$ cat src/rtl/mem_arbiter_if.sv
`default_nettype none
// ============================================================================
// Module      : mem_arbiter_if
// Description : Bus bundle between the IF/MEM requesters, the byte-wide RAM
//               and the mem_arbiter. The slave modport is the arbiter side;
//               the master modport is the requester/RAM side.
// Revision    : 1.0 - initial release
// ============================================================================
interface mem_arbiter_if #(
    parameter int ADDR_W = 17,
    parameter int DATA_W = 32
);
    logic              if_req_i;
    logic [ADDR_W-1:0] if_addr_i;
    logic              mem_req_i;
    logic              mem_we_i;
    logic [ADDR_W-1:0] mem_addr_i;
    logic [2:0]        mem_len_i;
    logic [DATA_W-1:0] mem_wdata_i;
    logic [7:0]        ram_din_i;
    logic [ADDR_W-1:0] ram_addr_o;
    logic [7:0]        ram_dout_o;
    logic              ram_wr_o;
    logic              if_done_o;
    logic [DATA_W-1:0] if_inst_o;
    logic              mem_done_o;
    logic [DATA_W-1:0] mem_rdata_o;
    logic              stall_if_o;
    logic              stall_mem_o;

    modport slave (
        input  if_req_i, if_addr_i, mem_req_i, mem_we_i, mem_addr_i,
               mem_len_i, mem_wdata_i, ram_din_i,
        output ram_addr_o, ram_dout_o, ram_wr_o, if_done_o, if_inst_o,
               mem_done_o, mem_rdata_o, stall_if_o, stall_mem_o
    );

    modport master (
        output if_req_i, if_addr_i, mem_req_i, mem_we_i, mem_addr_i,
               mem_len_i, mem_wdata_i, ram_din_i,
        input  ram_addr_o, ram_dout_o, ram_wr_o, if_done_o, if_inst_o,
               mem_done_o, mem_rdata_o, stall_if_o, stall_mem_o
    );
endinterface
`default_nettype wire

$ cat src/rtl/mem_arbiter.sv
`default_nettype none
// ============================================================================
// Module      : mem_arbiter
// Description : Single-port byte-wide RAM controller shared by instruction
//               fetch (4-byte read) and MEM load/store (1/2/4 bytes).
//               Sequences transfers one byte per cycle, little-endian, and
//               raises stall requests until each transfer completes.
//               Optional macro MEM_ARB_FAIR_EN: alternate the winner on
//               simultaneous requests instead of strict MEM-over-IF.
// Revision    : 1.0 - initial release
// ============================================================================
module mem_arbiter #(
    parameter int ADDR_W = 17,
    parameter int DATA_W = 32
) (
    input  logic           clk,
    input  logic           rst,
    mem_arbiter_if.slave   bus
);

    localparam logic [1:0] c_ST_IDLE = 2'd0;
    localparam logic [1:0] c_ST_XFER = 2'd1;
    localparam logic [1:0] c_ST_FIN  = 2'd2;

    localparam logic c_OWN_IF  = 1'b0;
    localparam logic c_OWN_MEM = 1'b1;

    logic [1:0]        r_state;
    logic [1:0]        w_next_state;
    logic              r_owner;
    logic              r_we;
    logic [ADDR_W-1:0] r_base;
    logic [2:0]        r_n;
    logic [2:0]        r_cnt;
    logic [DATA_W-1:0] r_wdata;
    logic [DATA_W-1:0] r_buf;
    logic              r_prev_fin;
    logic [DATA_W-1:0] r_if_inst;
    logic [DATA_W-1:0] r_mem_rdata;
`ifdef MEM_ARB_FAIR_EN
    logic              r_last_owner;
`endif

    logic              w_if_ok;
    logic              w_mem_ok;
    logic              w_grant;
    logic              w_grant_mem;
    logic [2:0]        w_mem_n;
    logic [1:0]        w_last_idx;
    logic [1:0]        w_cap_idx;
    logic [7:0]        w_wbyte;
    logic [DATA_W-1:0] w_assembled;
    logic              w_if_done;
    logic              w_mem_done;

    // A requester whose done pulsed last cycle may still be holding req high.
    assign w_if_ok  = bus.if_req_i  && !(r_prev_fin && (r_owner == c_OWN_IF));
    assign w_mem_ok = bus.mem_req_i && !(r_prev_fin && (r_owner == c_OWN_MEM));
    assign w_grant  = w_if_ok || w_mem_ok;

    assign w_last_idx = r_n[1:0] - 2'd1;
    assign w_cap_idx  = r_cnt[1:0] - 2'd1;

    // Pick the winner of a grant in IDLE.
    always_comb begin
        w_grant_mem = w_mem_ok;
        if (w_mem_ok && w_if_ok) begin
`ifdef MEM_ARB_FAIR_EN
            w_grant_mem = (r_last_owner == c_OWN_IF);
`else
            w_grant_mem = 1'b1;
`endif
        end
    end

    // Decode the MEM byte count; unsupported lengths become a full word.
    always_comb begin
        case (bus.mem_len_i)
            3'd1:    w_mem_n = 3'd1;
            3'd2:    w_mem_n = 3'd2;
            default: w_mem_n = 3'd4;
        endcase
    end

    // Select the store byte for the current beat.
    always_comb begin
        case (r_cnt[1:0])
            2'd0:    w_wbyte = r_wdata[7:0];
            2'd1:    w_wbyte = r_wdata[15:8];
            2'd2:    w_wbyte = r_wdata[23:16];
            default: w_wbyte = r_wdata[31:24];
        endcase
    end

    // Final word: collected bytes with the last byte taken straight from RAM.
    always_comb begin
        w_assembled = r_buf;
        for (int k = 0; k < 4; k++) begin
            if (2'(k) == w_last_idx) begin
                w_assembled[8*k +: 8] = bus.ram_din_i;
            end
        end
    end

    // State register.
    always_ff @(posedge clk or negedge rst) begin
        if (!rst) begin
            r_state <= c_ST_IDLE;
        end else begin
            r_state <= w_next_state;
        end
    end

    // Next-state logic.
    always_comb begin
        w_next_state = r_state;
        case (r_state)
            c_ST_IDLE: if (w_grant) w_next_state = c_ST_XFER;
            c_ST_XFER: if (r_cnt == (r_n - 3'd1)) w_next_state = c_ST_FIN;
            c_ST_FIN:  w_next_state = c_ST_IDLE;
            default:   w_next_state = c_ST_IDLE;
        endcase
    end

    // Transfer controls, byte capture and held results.
    always_ff @(posedge clk or negedge rst) begin
        if (!rst) begin
            r_owner     <= c_OWN_IF;
            r_we        <= 1'b0;
            r_base      <= '0;
            r_n         <= 3'd0;
            r_cnt       <= 3'd0;
            r_wdata     <= '0;
            r_buf       <= '0;
            r_prev_fin  <= 1'b0;
            r_if_inst   <= '0;
            r_mem_rdata <= '0;
`ifdef MEM_ARB_FAIR_EN
            r_last_owner <= c_OWN_IF;
`endif
        end else begin
            r_prev_fin <= (r_state == c_ST_FIN);
            case (r_state)
                c_ST_IDLE: begin
                    if (w_grant) begin
                        r_owner <= w_grant_mem;
                        r_we    <= w_grant_mem && bus.mem_we_i;
                        r_base  <= w_grant_mem ? bus.mem_addr_i : bus.if_addr_i;
                        r_n     <= w_grant_mem ? w_mem_n : 3'd4;
                        r_wdata <= bus.mem_wdata_i;
                        r_cnt   <= 3'd0;
                        r_buf   <= '0;
`ifdef MEM_ARB_FAIR_EN
                        r_last_owner <= w_grant_mem;
`endif
                    end
                end
                c_ST_XFER: begin
                    r_cnt <= r_cnt + 3'd1;
                    // Read data lags the address by one cycle.
                    if (!r_we && (r_cnt != 3'd0)) begin
                        for (int k = 0; k < 4; k++) begin
                            if (2'(k) == w_cap_idx) begin
                                r_buf[8*k +: 8] <= bus.ram_din_i;
                            end
                        end
                    end
                end
                c_ST_FIN: begin
                    if (r_owner == c_OWN_IF) begin
                        r_if_inst <= w_assembled;
                    end else if (!r_we) begin
                        r_mem_rdata <= w_assembled;
                    end
                end
                default: ;
            endcase
        end
    end

    assign w_if_done  = (r_state == c_ST_FIN) && (r_owner == c_OWN_IF);
    assign w_mem_done = (r_state == c_ST_FIN) && (r_owner == c_OWN_MEM);

    // RAM port, done pulses, result buses and stall requests.
    always_comb begin
        bus.ram_addr_o  = '0;
        bus.ram_dout_o  = 8'd0;
        bus.ram_wr_o    = 1'b0;
        bus.if_done_o   = w_if_done;
        bus.mem_done_o  = w_mem_done;
        bus.if_inst_o   = r_if_inst;
        bus.mem_rdata_o = r_mem_rdata;
        if (r_state == c_ST_XFER) begin
            bus.ram_addr_o = r_base + ADDR_W'(r_cnt);
            if (r_we) begin
                bus.ram_wr_o   = 1'b1;
                bus.ram_dout_o = w_wbyte;
            end
        end
        if (w_if_done) begin
            bus.if_inst_o = w_assembled;
        end
        if (w_mem_done && !r_we) begin
            bus.mem_rdata_o = w_assembled;
        end
        bus.stall_if_o  = bus.if_req_i  && !w_if_done;
        bus.stall_mem_o = bus.mem_req_i && !w_mem_done;
    end

endmodule
`default_nettype wire

$ cat src/flat_wrapper.sv
// flat-port wrapper written by rule: the top's interface ports become plain ports
module mem_arbiter_flat 
#(
    parameter int ADDR_W = 17,
    parameter int DATA_W = 32
)
  (clk, rst, bus_if_req_i, bus_if_addr_i, bus_mem_req_i, bus_mem_we_i, bus_mem_addr_i, bus_mem_len_i, bus_mem_wdata_i, bus_ram_din_i, bus_ram_addr_o, bus_ram_dout_o, bus_ram_wr_o, bus_if_done_o, bus_if_inst_o, bus_mem_done_o, bus_mem_rdata_o, bus_stall_if_o, bus_stall_mem_o);
  mem_arbiter_if #(.ADDR_W(ADDR_W), .DATA_W(DATA_W)) bus_i ();
  input  logic clk;
  input  logic rst;
  input wire logic [$bits(bus_i.if_req_i)-1:0] bus_if_req_i;
  input wire logic [$bits(bus_i.if_addr_i)-1:0] bus_if_addr_i;
  input wire logic [$bits(bus_i.mem_req_i)-1:0] bus_mem_req_i;
  input wire logic [$bits(bus_i.mem_we_i)-1:0] bus_mem_we_i;
  input wire logic [$bits(bus_i.mem_addr_i)-1:0] bus_mem_addr_i;
  input wire logic [$bits(bus_i.mem_len_i)-1:0] bus_mem_len_i;
  input wire logic [$bits(bus_i.mem_wdata_i)-1:0] bus_mem_wdata_i;
  input wire logic [$bits(bus_i.ram_din_i)-1:0] bus_ram_din_i;
  output wire logic [$bits(bus_i.ram_addr_o)-1:0] bus_ram_addr_o;
  output wire logic [$bits(bus_i.ram_dout_o)-1:0] bus_ram_dout_o;
  output wire logic [$bits(bus_i.ram_wr_o)-1:0] bus_ram_wr_o;
  output wire logic [$bits(bus_i.if_done_o)-1:0] bus_if_done_o;
  output wire logic [$bits(bus_i.if_inst_o)-1:0] bus_if_inst_o;
  output wire logic [$bits(bus_i.mem_done_o)-1:0] bus_mem_done_o;
  output wire logic [$bits(bus_i.mem_rdata_o)-1:0] bus_mem_rdata_o;
  output wire logic [$bits(bus_i.stall_if_o)-1:0] bus_stall_if_o;
  output wire logic [$bits(bus_i.stall_mem_o)-1:0] bus_stall_mem_o;
  assign bus_i.if_req_i = bus_if_req_i;
  assign bus_i.if_addr_i = bus_if_addr_i;
  assign bus_i.mem_req_i = bus_mem_req_i;
  assign bus_i.mem_we_i = bus_mem_we_i;
  assign bus_i.mem_addr_i = bus_mem_addr_i;
  assign bus_i.mem_len_i = bus_mem_len_i;
  assign bus_i.mem_wdata_i = bus_mem_wdata_i;
  assign bus_i.ram_din_i = bus_ram_din_i;
  assign bus_ram_addr_o = bus_i.ram_addr_o;
  assign bus_ram_dout_o = bus_i.ram_dout_o;
  assign bus_ram_wr_o = bus_i.ram_wr_o;
  assign bus_if_done_o = bus_i.if_done_o;
  assign bus_if_inst_o = bus_i.if_inst_o;
  assign bus_mem_done_o = bus_i.mem_done_o;
  assign bus_mem_rdata_o = bus_i.mem_rdata_o;
  assign bus_stall_if_o = bus_i.stall_if_o;
  assign bus_stall_mem_o = bus_i.stall_mem_o;
  mem_arbiter #(.ADDR_W(ADDR_W), .DATA_W(DATA_W)) u_core (.clk(clk), .rst(rst), .bus(bus_i));
endmodule
$ cat config.mk
export PLATFORM = sky130hd
export DESIGN_NAME = mem_arbiter_flat
export DESIGN_NICKNAME = d
export VERILOG_FILES = /design/src/rtl/mem_arbiter_if.sv /design/src/rtl/mem_arbiter.sv /design/src/flat_wrapper.sv
export SDC_FILE = /design/constraint.sdc
export NUM_CORES = 1
export LEC_CHECK = 0
export CORE_MARGIN = 3
export CORE_UTILIZATION = 45
export CTS_BUF_LIST = sky130_fd_sc_hd__clkbuf_4 sky130_fd_sc_hd__clkbuf_8
export DETAILED_ROUTE_END_ITERATION = 12
export GPL_TIMING_DRIVEN = 1
export PLACE_DENSITY = 0.78
export SETUP_SLACK_MARGIN = 0.05
export SLEW_MARGIN = 20
export SYNTH_ARGS = -nofsm -noshare
export SYNTH_HDL_FRONTEND = slang
export SYNTH_SLANG_ARGS = --single-unit
$ cat constraint.sdc
create_clock -name clk -period 2.5 [get_ports clk]
set_clock_uncertainty 0.05 [all_clocks]
set_input_delay 0.25 -clock clk [delete_from_list [all_inputs] [get_ports clk]]
set_output_delay 0.25 -clock clk [all_outputs]
set_load 0.03 [all_outputs]
Yosys cells after proc, flatten, opt, wreduce, memory -nomap -nowiden
Cells that the tools add are included.

cells by class
  add/subtract/negate cells = 5
  equal/unequal tests = 20
  multiplexer cells = 28
  bitwise logic cells = 2
  reduce and logical (&&, ||, !) cells = 33

operators by type and width
  kind                                                                    number
  32-bit two-way mux                                                      4
  8-bit two-way mux                                                       10
  32-bit case mux with 2 select lines                                     1
  17-bit two-way mux                                                      2
  8-bit case mux with 3 select lines                                      1
  17-bit by 3-bit adder with 17-bit output                                1
  4-bit AND reduction                                                     4
  2-bit by 1-bit != test with 1-bit output (second input constant)        7
  1-bit logical AND                                                       12
  3-bit case mux with 2 select lines                                      2
  2-bit equality test (first input constant)                              4
  2-bit logical NOT                                                       4
  2-bit AND reduction                                                     4
  3-bit two-way mux                                                       2
  1-bit logical NOT                                                       5
  1-bit by 2-bit equality test with 1-bit output (first input constant)   2
  2-bit by 1-bit equality test with 1-bit output (second input constant)  2
  2-bit equality test (second input constant)                             2
  2-bit two-way mux                                                       2
  2-bit case mux with 2 select lines                                      1
  2-bit by 1-bit subtractor with 2-bit output (second input constant)     2
  3-bit by 1-bit adder with 3-bit output (second input constant)          1
  3-bit by 1-bit equality test with 1-bit output (second input constant)  1
  3-bit by 2-bit equality test with 1-bit output (second input constant)  1
  other kinds (8)                                                         11

storage, ports and cells
  bits in registers = 156
  bits of input ports = 82

Depth between registers and ports, before layout
  word-level depth = 7
  depth in mapped cells = 7
  depth with buffers taken out = 7

Worst setup path after synthesis
No wires, ideal clock.

  path kind = reg-to-output
  start = register u_core.r_cnt[0]
  end = output bus_ram_addr_o[16]
  arrival = 2.355 ns
  path slack = -0.155 ns
  cell stages (with the launch flop) = 8
  cells stage by stage = dfrtp_1 -> ha_1 -> inv_1 -> fa_1 -> nor2b_1 -> o211ai_1 -> or3_1 -> a21oi_1

on the way
  word-level cells in the longest chain between the ends = 2

ends and longest elaborated chain
  what                                      line                RTL
  start, declared                           mem_arbiter.sv:34   logic [2:0] r_cnt;
  start signal, assigned                    mem_arbiter.sv:159  r_cnt <= r_cnt + 3'd1;
  17-bit by 3-bit adder with 17-bit output  mem_arbiter.sv:194  bus.ram_addr_o = r_base + ADDR_W'(r_cnt);
  17-bit two-way mux                        mem_arbiter.sv:193  if (r_state == c_ST_XFER) begin
  end, declared                             flat_wrapper.sv:19  output wire logic [$bits(bus_i.ram_addr_o)-1:0] bus_ram_addr_o;

No other way between the ends.

Worst setup path after layout
Same ends and word-level chain as after synthesis.

==> flow_summary.json <==
{
  "synthTopCellsByCount": "dfrtp_1, nand2_1, a21oi_1",
  "synth_top_family_by_area": "simple AND/OR/NAND/NOR gates",
  "combPwrFrac_pct": 53.2,
  "switching_share_pct": 43.6,
  "vias": 6323,
  "drc": 0,
  "worstPathArrival_ns": 2.47,
  "slowest_delay_ns": 0.44,
  "wl_um": 20800,
  "synth_cells": 768,
  "period_share_pct": 111,
  "syn-cell-area_um2": 7400,
  "worst-slew-pin-transition_ns": 0.587,
  "start_util_pct": 46.3,
  "avgRoutedWirePerCell_um": 17.6,
  "worstPathMaxFanout": 6,
  "synth-xor-area-share_pct": 1.42,
  "cts_sinks": 156,
  "ys_dominant_reg_cell": "dfrtp_1",
  "path_cells": "ha_4 > inv_2 > fa_2 > nor2b_4 > o211ai_1 > or3_4 > a21oi_4 > buf_6",
  "yosys.area.top_type": "dfrtp_1",
  "seqPwrFrac_pct": 31.5,
  "num_antenna_cells": 0,
  "synth_compound_area_share_pct": 15.3,
  "synth_warnings": 0,
  "drv_slew": 0,
  "critPathKind": "reg2out",
  "max_freq_mhz": 361,
  "first_pass_iters": 5,
  "setup_slack_ns": -0.268,
  "max_cap_viol_count": 0,
  "initialDrtViolationCount": 423,
  "worstSkewPairLatency_ns": 0.46,
  "first_global_vias": 6193,
  "dieWidth_um": 134,
  "clock_path_buffers": 2,
  "internal_power_w": 0.00788,
  "vdd_ir_drop_max_v": 0.000691,
  "cp-start-kind": "flip-flop",
  "setup_viol": 19,
  "power.density_nw_per_um2": 1330,
  "whs_ns": 0.250,
  "pin_count": 176,
  "clkPwrFrac_pct": 15.3,
  "slew_headroom_pct": 60.9,
  "final_nets": 1052,
  "async_reset_ff_share_pct": 100,
  "port-buffer-count": 175,
  "synth.mux.area_fraction_pct": 7.84,
  "die_h_um": 134,
  "grt_pass1_wl_um": 31700,
  "dieArea_um2": 18000,
  "cp-end-kind": "primary output",
  "cpMaxStageDelayCell": "or3_4",
  "p_switching_w": 0.00608,
  "clk_pin_slew_ns": 0.09,
  "grt_usage_pct": 22.1,
  "syn_avg_cell_area_um2": 9.64,
  "final_antenna_net_count": 0,
  "status": "finished, violations left",
  "rows": 46,
  "hold_class": "in2reg",
  "synth.most_common_cell": "dfrtp_1",
  "grt-ovfl-total": 0,
  "ys_seq_area_share_pct": 52.7,
  "cts_tree": "yes",
  "syn_nets": 866,
  "ys_ff_latch": 156,
  "cts_buffers": 17,
  "yosys-top-cells-area": "dfrtp_1, mux2i_1, a21oi_1",
  "htreeDepth": 4,
  "p_total_w": 0.0140,
  "yosys.area.top_type_share_pct": 52.7,
  "hold_viol": 0,
  "violations": "negative setup slack",
  "layout-drive-gt1-share_pct": 27.0,
  "antenna_found_initial": 0,
  "synthSimpleGateAreaFrac_pct": 15.6,
  "synthDistinctLibCells": 43,
  "area.growth.synth_to_final_pct": 41.9,
  "synth_edf_count": 0,
  "reg2reg_slack_ns": 0.24,
  "dp_hpwl_um": 13100,
  "rsz0062_at_grt": "true",
  "finalCriticalPeriod_ns": 2.77,
  "cts_root_buf": "clkbuf_8",
  "gp_congestion": 0.816,
  "vias_per_cell": 5.35,
  "yosys.area_share.adder_pct": 2.81,
  "power_leakage_nw": 4.58,
  "grt_max_degree": 56,
  "core_um2": 16000,
  "required_ns": 2.20
}
## layer usage
layer | wire [um] | share of wire, % | track usage, %
met5 | 0 | 0 | 0
met4 | 243 | 1.2 | 6.56
met3 | 1310 | 6.3 | 5.89
met2 | 10400 | 50 | 36.5
met1 | 8850 | 43 | 28.7
## per-stage QoR
stage               TNS (ns)  instance area [um2]  worst slack, ns  cells  util (%)
finish                 -2.37                10500           -0.268   1182      65.7
global route           -4.51                10500           -0.390   1182      65.7
CTS                    -1.96                10100           -0.347   1168      62.9
floorplan                  0                 7440           0.0425    768         -
detailed placement         0                 9330           0.0983   1128      58.3
global placement           0                 9330            0.148   1128      58.3
## cell usage in the layout, fill, tap and decap left out, types with 8 or more instances in the layout
| cell type | instances |
|---|---|
| dfrtp_1 | 152 |
| nand2_1 | 130 |
| buf_4 | 99 |
| a21oi_1 | 87 |
| nor2_1 | 83 |
| clkdlybuf4s50_1 | 81 |
| mux2i_1 | 38 |
| a22o_1 | 25 |
| a21oi_2 | 22 |
| o21ai_1 | 20 |
| clkbuf_8 | 19 |
| mux2i_2 | 17 |
| buf_6 | 15 |
| buf_12 | 14 |
| inv_1 | 12 |
| nor2_2 | 12 |
| a222oi_1 | 8 |
| o21ai_0 | 8 |
## power by group through the flow
| stage | clock [W] | combinational, W | sequential [W] |
|---|---|---|---|
| after global placement | 0 | 0.00664 | 0.00428 |
| final | 0.00214 | 0.00743 | 0.00440 |
| after CTS | 0.00218 | 0.00708 | 0.00430 |
| after global routing | 0.00230 | 0.00804 | 0.00451 |
| after floorplan | 0 | 0.00453 | 0.00413 |
| after detailed placement | 0 | 0.00675 | 0.00432 |
## sequential cells by signal, summed over array words and instances, names as in the netlist
| signal | flops |
|---|---|
| u_core.r_buf | 32 |
| u_core.r_if_inst | 32 |
| u_core.r_mem_rdata | 32 |
| u_core.r_wdata | 32 |
| u_core.r_base | 17 |
| u_core.r_cnt | 3 |
| u_core.r_n | 3 |
| u_core.r_state | 2 |
| u_core.r_owner | 1 |
| u_core.r_prev_fin | 1 |
| u_core.r_we | 1 |
## final timing paths
| check | endpoint | cells after the start | startpoint |
|---|---|---|---|
| max | bus_ram_addr_o[16] | 8 | u_core.r_cnt[0] |
| max in group asynchronous | u_core.r_state[0] | 3 | rst |
| max reg2reg | u_core.r_buf[19] | 10 | u_core.r_cnt[0] |
| min | u_core.r_wdata[13] | 3 | bus_mem_wdata_i[13] |
| min reg2reg | u_core.r_wdata[12] | 2 | u_core.r_wdata[12] |
| min in group asynchronous | u_core.r_if_inst[10] | 2 | rst |
## logic make-up (layout without fill, tap and decap cells)
| group | count (synthesis) | in the layout |
|---|---|---|
| AOI/OAI and AO/OA | 187 | 187 |
| xor gates and xnor gates | 12 | 12 |
| adders and majority gates | 16 | 16 |
| buffers and inverters | 72 | 270 |
| DFF | 156 | 156 |
| muxes | 58 | 58 |
| and+or+nand+nor | 267 | 267 |
## cell type report
cell class,instances,area (um2)
Timing Repair Buffer,222,2220
Multi-Input combinational cell,540,3600
Clock buffer,19,262
Clock inverter,12,185
Fill cell,1304,5490
Sequential cell,156,3910
Inverter,17,68.8
Tap cell,216,270
## timing repair
action	in CTS	in global routing
hold buffers	1	0
pin swaps	17	13
setup buffers	7	9
cloned	1	5
hold endpoints to repair	51	0
setup endpoints to repair	87	87
resized for setup	58	73
## critical path: cells and delay by family, from the launching register on
family / cells / cell delay [ns]
and+or+nand+nor: 2 / 0.57
buffers and inverters: 2 / 0.18
AOI/OAI and AO/OA: 2 / 0.33
DFF: 1 / 0.41
adders and majority gates: 2 / 0.52
Note: power is estimated with default switching activity, not from simulation.
